### src/rtl/present_sbox_layer_ctrl.sv
// Sequencer for the PRESENT S-box layer over a 3-share masked state.
// One shared threshold S-box is fed one nibble per cycle; results shift back in one cycle later.
module present_sbox_layer_ctrl #(
  parameter int unsigned NIBBLES = 16,
  parameter int unsigned CNT_W   = 4
) (
  input  logic                   clk,
  input  logic                   rst,
  input  logic                   start,
  input  logic [4*NIBBLES-1:0]   state_in1,
  input  logic [4*NIBBLES-1:0]   state_in2,
  input  logic [4*NIBBLES-1:0]   state_in3,
  output logic                   busy,
  output logic                   done,
  output logic [4*NIBBLES-1:0]   state_out1,
  output logic [4*NIBBLES-1:0]   state_out2,
  output logic [4*NIBBLES-1:0]   state_out3,
  output logic [3:0]             sbox_in1,
  output logic [3:0]             sbox_in2,
  output logic [3:0]             sbox_in3,
  output logic                   sbox_en,
  input  logic [3:0]             sbox_out1,
  input  logic [3:0]             sbox_out2,
  input  logic [3:0]             sbox_out3
);

  localparam int unsigned W = 4 * NIBBLES;
  localparam logic [CNT_W-1:0] LastCnt = CNT_W'(NIBBLES - 1);

  typedef enum logic [1:0] {StIdle, StFeed, StDrain, StFin} state_e;

  state_e           state_q;
  logic [CNT_W-1:0] cnt_q;
  logic [W-1:0]     in1_q, in2_q, in3_q;
  logic [W-1:0]     res1_q, res2_q, res3_q;
  logic             cap_q;

  assign state_out1 = res1_q;
  assign state_out2 = res2_q;
  assign state_out3 = res3_q;

  always_ff @(posedge clk or posedge rst) begin
    if (rst) begin
      state_q  <= StIdle;
      cnt_q    <= '0;
      in1_q    <= '0;
      in2_q    <= '0;
      in3_q    <= '0;
      res1_q   <= '0;
      res2_q   <= '0;
      res3_q   <= '0;
      cap_q    <= 1'b0;
      sbox_in1 <= '0;
      sbox_in2 <= '0;
      sbox_in3 <= '0;
      sbox_en  <= 1'b0;
      busy     <= 1'b0;
      done     <= 1'b0;
    end else begin
      done  <= 1'b0;
      // S-box output is valid the cycle after each enabled G-stage load.
      cap_q <= sbox_en;
      if (cap_q) begin
        res1_q <= {sbox_out1, res1_q[W-1:4]};
        res2_q <= {sbox_out2, res2_q[W-1:4]};
        res3_q <= {sbox_out3, res3_q[W-1:4]};
      end
      unique case (state_q)
        StIdle: begin
          if (start) begin
            // Nibble 0 goes straight into the S-box input flops; the rest wait in the shifters.
            sbox_in1 <= state_in1[3:0];
            sbox_in2 <= state_in2[3:0];
            sbox_in3 <= state_in3[3:0];
            in1_q    <= state_in1 >> 4;
            in2_q    <= state_in2 >> 4;
            in3_q    <= state_in3 >> 4;
            sbox_en  <= 1'b1;
            busy     <= 1'b1;
            cnt_q    <= '0;
            state_q  <= StFeed;
          end
        end
        StFeed: begin
          cnt_q <= cnt_q + 1'b1;
          if (cnt_q == LastCnt) begin
            sbox_en <= 1'b0;
            state_q <= StDrain;
          end else begin
            sbox_in1 <= in1_q[3:0];
            sbox_in2 <= in2_q[3:0];
            sbox_in3 <= in3_q[3:0];
            in1_q    <= in1_q >> 4;
            in2_q    <= in2_q >> 4;
            in3_q    <= in3_q >> 4;
          end
        end
        StDrain: begin
          busy    <= 1'b0;
          done    <= 1'b1;
          state_q <= StFin;
        end
        StFin: begin
          state_q <= StIdle;
        end
        default: state_q <= StIdle;
      endcase
    end
  end

endmodule

### config.mk
export PLATFORM = sky130hd
export DESIGN_NAME = present_sbox_layer_ctrl
export DESIGN_NICKNAME = d
export VERILOG_FILES = /design/src/rtl/present_sbox_layer_ctrl.sv
export SDC_FILE = /design/constraint.sdc
export NUM_CORES = 1
export LEC_CHECK = 0
export BUFFER_PORTS_ARGS = -buffer_cell sky130_fd_sc_hd__buf_2
export CORE_ASPECT_RATIO = 0.9
export CORE_MARGIN = 2
export CORE_UTILIZATION = 50
export DETAILED_ROUTE_END_ITERATION = 10
export PLACE_DENSITY = 0.75
export RECOVER_POWER = 100
export SKIP_CTS_REPAIR_TIMING = 1
export SLEW_MARGIN = 15
export SYNTH_ARGS = -nofsm -noshare
export SYNTH_HDL_FRONTEND = slang
export SYNTH_SLANG_ARGS = --single-unit
### constraint.sdc
create_clock -name clk -period 36.8 [get_ports clk]
set_clock_uncertainty 0.2 [all_clocks]
set_input_delay 5.52 -clock clk [delete_from_list [all_inputs] [get_ports clk]]
set_output_delay 5.52 -clock clk [all_outputs]
set_load 0.02 [all_outputs]
==> impl_results.rst, run 1 <==
.. list-table::
   :header-rows: 1

   * - Metric
     - Value
   * - Run status
     - finished, violations left
   * - Failing checks
     - capacitance limit, slew limit
   * - Proportion of register bits with asynchronous set or reset after synthesis
     - 100%
   * - CTS tree
     - done
   * - Cell variety after synth
     - 30
   * - Cell count after synthesis
     - 1077
   * - Endpoint arrival time on the critical path
     - 14.06 ns
   * - Max-cap check violation count
     - 10
   * - CTS root buf
     - clkbuf_16
   * - Starting utilization of the core area
     - about half
   * - Synthesis-stage register bit count
     - 394
   * - Slowest cell on the critical path
     - clkbuf_1
   * - Fraction of final layout cells sized beyond drive strength 1
     - 49.0%
   * - Class of the tightest hold or removal check
     - flop to flop
   * - Total of buffers placed on input and output ports
     - 413
   * - Half-perimeter wire length after placement
     - about 25000 µm
   * - CP max FO
     - just over 100
   * - Final total negative setup slack
     - 0 ns
   * - F_max
     - a little under 70 MHz
   * - P&R area growth vs syn
     - 18.4%
   * - Number of buffers on the longest clock path
     - 3
   * - Delay of the slowest critical-path stage
     - about 3 ns
   * - Sort of element at the start of the critical path
     - input port
   * - Worst-Skew Late Latency
     - 0.54 ns
   * - Vias in the first global route
     - approximately 10000
   * - DR WL/cell
     - 18.2 µm
   * - CP cell instances
     - clkbuf_1, clkinvlp_2, clkbuf_1, clkbuf_1
   * - Leading post-synthesis cells by cell area
     - dfrtp_1, mux2_2, mux2_1
   * - Critical R2R Launch
     - cap_q
   * - Hold Fails Final Rpt
     - 0
   * - Total Nets Final
     - 1693
   * - Die ar.
     - 36000 µm²
   * - Maximum VDD drop
     - 0.0000565 V
   * - Total routing resource utilization after global routing
     - roughly 20%
   * - Mean area per synthesized cell
     - 16.0 µm²
   * - Most common cell after layout, fill and taps aside
     - mux2_2
   * - Power density over the cells
     - 88.6 nW/µm²
   * - Top-Level Pins
     - 414
   * - Initial DRT Pass Iterations
     - 4
   * - Number of buffers inserted during clock tree synthesis
     - 42
   * - Commonest cells after routing, fill and taps aside
     - mux2_2, dfrtp_1, clkbuf_1
   * - Worst reg-to-reg path cell count
     - 3
   * - Final clock period utilization by the worst path
     - 39.3%
   * - Top Family by Delay on Critical Path
     - buffers and inverters
   * - Core area
     - around 34000 µm²
   * - Final count of pins violating max slew
     - between 700 and 800
   * - Largest net degree at the start of global routing
     - 103
   * - FP Rows
     - 64
   * - Busiest metal layer after global routing
     - met2
   * - Residual DRC
     - 0
   * - Routed via count
     - 10100
   * - Synth top area share
     - between 50% and 60%
   * - Final GP Congestion
     - 0.780
   * - Critical path's most frequent cell
     - clkbuf_1
   * - Global Route met2 Usage
     - 32.3%
   * - EDFF count, synth
     - 0
   * - Net count after synthesis
     - 1289
   * - Slew at the pin closest to its max-slew limit
     - 4.92 ns
   * - Grt met3 use
     - 6.51%
   * - Part of the Yosys area used for sequential elements
     - 57.1%
   * - Data required time of the worst path
     - around 36 ns
   * - Horizontal extent of the die
     - about 200 µm
   * - Clock slew seen by the registers of the worst setup and hold paths
     - 0.06 ns
   * - Kind of critical path
     - input port to asynchronous set/reset pin
   * - Warnings from Yosys
     - 0
   * - Most frequently used flop master after synthesis
     - dfrtp_1
   * - Crit Reg-Reg Endpoint
     - state_out3[21]
   * - Die boundary height
     - 180 µm
   * - Worst Hold Path Cells
     - 0
   * - Final Critical Period
     - 14.48 ns
   * - Reg2Reg Setup Slack
     - 28.59 ns
   * - Post-route worst hold slack
     - 0.201 ns
   * - Worst Min Path Start
     - sbox_en
   * - Count of buffering cells on the critical path with inverters included
     - 4
   * - First-iteration detailed-routing DRC count
     - 405
   * - Number of antenna violations at the first check in global routing
     - 15
   * - TritonCTS sink count
     - 394
   * - Average vias per placed instance
     - 5.10
   * - Critical Path Sink Type
     - asynchronous set/reset pin
   * - Met1 Usage GRT
     - 24.6%
   * - Htree depth
     - 2
   * - Aggregate global routing overflow
     - 0
   * - Unrepaired setup endpoints after global routing
     - no
   * - Worst-case hold path end point
     - cap_q
   * - Static leakage
     - between 8 and 9 nW
   * - Final setup violation count
     - 0
   * - Final ANT Viol Nets
     - 0
   * - Global-route wire length before repair
     - 56700 µm
   * - Area of the mapped netlist
     - 17300 µm²
   * - Final WL
     - 36100 µm
   * - Largest area contributor in the synthesized netlist
     - dfrtp_1
   * - Relative slew margins
     - -228%
-- layout make-up --
cell class / instances / area, µm²
fill: 2782 / 13600
sequential: 394 / 9860
multi-input combinational: 614 / 6730
timing repair buffer: 424 / 1850
clock buffer: 61 / 1230
tap: 462 / 578
clock inverter: 15 / 121
antenna: 11 / 27.5
inverter: 5 / 20.0
-- routing by layer --
metal,wire (µm),share of wire (%)
met4,1060,2.9
met5,68,0.19
met1,14800,41
met2,17300,48
met3,2770,7.7
-- synthesized netlist by cell type, types with 2 or more instances --
cell      instances
ha_1              5
o31ai_1           2
nor2b_1          16
nand3_1           2
mux2_1           63
o21ai_0           2
mux2i_1           3
mux2_4           40
buf_8            18
inv_1             5
a21oi_1           3
dfrtp_1         394
mux2_2          462
nor2_1            3
buf_1             2
nand2b_1          2
nand2_1           3
buf_2            33
clkbuf_1          8
-- per-stage QoR --
step	total power, mW	instances	area [µm²]	utilization (%)	setup WS, ns
finish	1.81	1986	20400	60.0	22.32
global route	1.92	1983	20400	60.0	20.15
CTS	1.87	1975	20800	61.3	28.99
detailed placement	1.45	1899	19500	57.3	28.41
global placement	1.43	1899	19500	57.3	28.43
floorplan	1.31	1077	17300	-	20.13
-- worst max-delay path by stage --
stage	start	endpoint	slack [ns]	cells past startpoint
2_1_floorplan	rst	busy	20.13	1
3_3_place_gp	rst	in1_q[28]	28.43	4
3_5_place_dp	rst	in1_q[20]	28.41	4
4_1_cts	rst	in1_q[27]	28.99	4
5_1_grt	rst	in1_q[12]	20.15	4
6_report	rst	in1_q[56]	22.32	4
-- logic make-up after synthesis --
| kind of cell | Yosys count | synth area share, % |
|---|---|---|
| mux | 568 | 37.9 |
| compound gates | 11 | 0.428 |
| buf+inv | 69 | 3.07 |
| simple gates | 30 | 1.07 |
| flops | 394 | 57.1 |
| fa+ha+maj | 5 | 0.363 |
-- report_power, final --
part	total, mW	switching (mW)	internal, mW	leakage (nW)
clock	0.411	0.170	0.240	0.676
sequential	0.716	0.101	0.615	4.62
combinational	0.683	0.329	0.354	3.51
total	1.81	0.600	1.21	8.81
-- registers in the layout (all words and copies together), names as in the netlist, 2 cells and up --
register	cells
state_out2	64
sbox_in1	4
sbox_in2	4
state_out3	64
state_out1	64
in3_q	60
sbox_in3	4
in1_q	60
cnt_q	4
state_q	2
in2_q	60
Power figures use the tool's default switching activity.
==> run 2, diff against run 1 <==
- CORE_UTILIZATION: 50 -> 49
- PLACE_DENSITY: 0.75 -> 0.77
- clock period: 36.8 -> 12.32 ns (I/O delays scaled with it)
==> run 2 against run 1 <==
  * The run still ends with capacitance limit, slew limit left
  * First-iteration DRC count rose by 34%
  * Critical endpoint is now in2_q[51]
  * Sequential share of layout area is 0.20 points lower
  * Power grew to 3.0 times the previous value
==> impl_results.rst, run 2 (synthesized netlist as in run 1, its figures left out) <==
.. list-table::
   :header-rows: 1

   * - Metric
     - Value
   * - Total routing resource utilization after global routing
     - 19.7% (-0.030 points)
   * - Final WL
     - 36700 µm (+1.9%)
   * - Routed via count
     - 10100 (-0.12%)
   * - Number of cells in the design after placement
     - 1904 (+0.26%)
   * - Endpoint arrival time on the critical path
     - 7.57 ns (-6.49 ns)
   * - Class of the tightest hold or removal check
     - flop to flop
   * - Initial DRT Pass Iterations
     - 4 (unchanged)
   * - Htree depth
     - 2 (unchanged)
   * - Starting utilization of the core area
     - 49.5% (-1.2 points)
   * - CP cell instances
     - inv_1, ha_1, clkbuf_1, buf_4, mux2_2, mux2_1
   * - Maximum VDD drop
     - 0.000268 V (+370%)
   * - Largest net degree at the start of global routing
     - 172 (+67%)
   * - Busiest metal layer after global routing
     - met2
   * - Die ar.
     - 36700 µm² (+2.0%)
   * - Run status
     - finished, violations left
   * - Final Critical Period
     - ~7.4 ns
   * - Global Route met2 Usage
     - 31.4% (-0.97 points)
   * - Failing checks
     - capacitance limit, slew limit
   * - Global-route wire length before repair
     - 58000 µm (+2.4%)
   * - Grt met3 use
     - 5.92% (-0.59 points)
   * - Slew at the pin closest to its max-slew limit
     - 4.43 ns (-0.490 ns)
   * - Top Family by Delay on Critical Path
     - buffers and inverters
   * - Fin cells
     - 1987 (+0.050%)
   * - Kind of critical path
     - flop to flop
   * - Vias in the first global route
     - 10500 (+0.12%)
   * - Delay of the slowest critical-path stage
     - 3.18 ns (+0.11 ns)
   * - Total of buffers placed on input and output ports
     - 413 (unchanged)
   * - First-iteration detailed-routing DRC count
     - 544 (+34%)
   * - Residual DRC
     - 0 (unchanged)
   * - Reg2Reg Setup Slack
     - 4.95 ns (-23.64 ns)
   * - Clock slew seen by the registers of the worst setup and hold paths
     - 0.06 ns (about the same)
   * - TritonCTS sink count
     - 394 (unchanged)
   * - Relative slew margins
     - -195% (+33 points)
   * - Die boundary height
     - 182 µm (+0.99%)
   * - Number of antenna violations at the first check in global routing
     - 13 (-2)
   * - Critical Path Sink Type
     - flop
   * - Sort of element at the start of the critical path
     - flop
   * - Number of buffers inserted during clock tree synthesis
     - 42 (unchanged)
   * - Met1 Usage GRT
     - 26.1% (+1.5 points)
   * - Core area
     - 34900 µm² (+2.5%)
   * - CTS tree
     - done
   * - Number of buffers on the longest clock path
     - 3 (unchanged)
   * - DR WL/cell
     - 18.5 µm (+1.8%)
   * - Horizontal extent of the die
     - 202 µm (+1.0%)
   * - FP Rows
     - 65 (+1.6%)
   * - Post-route worst hold slack
     - 0.278 ns (+0.0769 ns)
   * - CP max FO
     - 83 (-19%)
   * - Final count of pins violating max slew
     - 279 (-64%)
   * - Top-Level Pins
     - 414 (unchanged)
   * - Power density over the cells
     - 265 nW/µm² (+200%)
   * - Hold Fails Final Rpt
     - 0 (unchanged)
   * - Count of buffering cells on the critical path with inverters included
     - 3 (-1)
   * - Final clock period utilization by the worst path
     - 59.8%
   * - Half-perimeter wire length after placement
     - 25100 µm (+0.37%)
   * - Fraction of final layout cells sized beyond drive strength 1
     - 49.1% (+0.064 points)
   * - Final GP Congestion
     - 0.809 (+3.8%)
   * - Slowest cell on the critical path
     - clkbuf_1
   * - Final total power
     - 5.44 mW (+200%)
   * - CTS root buf
     - clkbuf_16
   * - Total Nets Final
     - 1691 (-0.12%)
   * - Max-cap check violation count
     - 5 (-5)
   * - Worst-Skew Late Latency
     - 0.53 ns (about the same)
   * - Static leakage
     - 8.85 nW (+0.49%)
   * - Data required time of the worst path
     - 12.52 ns (-23.86 ns)
   * - Unrepaired setup endpoints after global routing
     - no
   * - Most common cell after layout, fill and taps aside
     - mux2_2
   * - F_max
     - 136 MHz
   * - Commonest cells after routing, fill and taps aside
     - mux2_2, dfrtp_1, clkbuf_1
   * - Final setup violation count
     - 0 (unchanged)
   * - Final total negative setup slack
     - 0 ns (unchanged)
   * - P&R area growth vs syn
     - 18.9%
   * - Average vias per placed instance
     - 5.09 (-0.17%)
   * - Aggregate global routing overflow
     - 0 (unchanged)
   * - Final ANT Viol Nets
     - 0 (unchanged)
-- run 2: where the power goes --
part	internal, mW	switching (mW)
sequential	1.84	0.306
combinational	1.04	0.992
clock	0.768	0.505
total	3.64	1.80
-- run 2: path summary, 6_finish.rpt --
path	endpoint	cells past startpoint	start
worst max-delay path	in2_q[51]	6	state_q[1]
min in group asynchronous	state_out2[9]	3	rst
worst min-delay path	in1_q[2]	1	in1_q[2]
max in group asynchronous	in1_q[58]	4	rst
worst min register to register	in1_q[2]	1	in1_q[2]
worst max register to register	in2_q[51]	6	state_q[1]
-- run 2: layout make-up --
cell class	count	area [µm²]
inverter	5	22.5
antenna	9	22.5
multi-input combinational	614	6730
timing repair buffer	422	1900
sequential	394	9860
tap	469	587
clock inverter	12	141
fill	2922	14400
clock buffer	62	1260
-- run 2: layer usage --
layer / wire length [µm] / vias up
met5: 49 / -
met4: 800 / 8
met3: 2550 / 65
li1: - / 4696
met1: 15700 / 5073
met2: 17600 / 265
-- run 2: per-stage QoR --
stage	setup slack (ns)	instance area (µm²)	utilization, %
CTS	8.30	20900	60.0
detailed placement	8.04	19500	56.0
floorplan	4.97	17300	-
global route	4.35	20500	58.8
finish	4.95	20500	58.8
global placement	8.08	19500	56.0
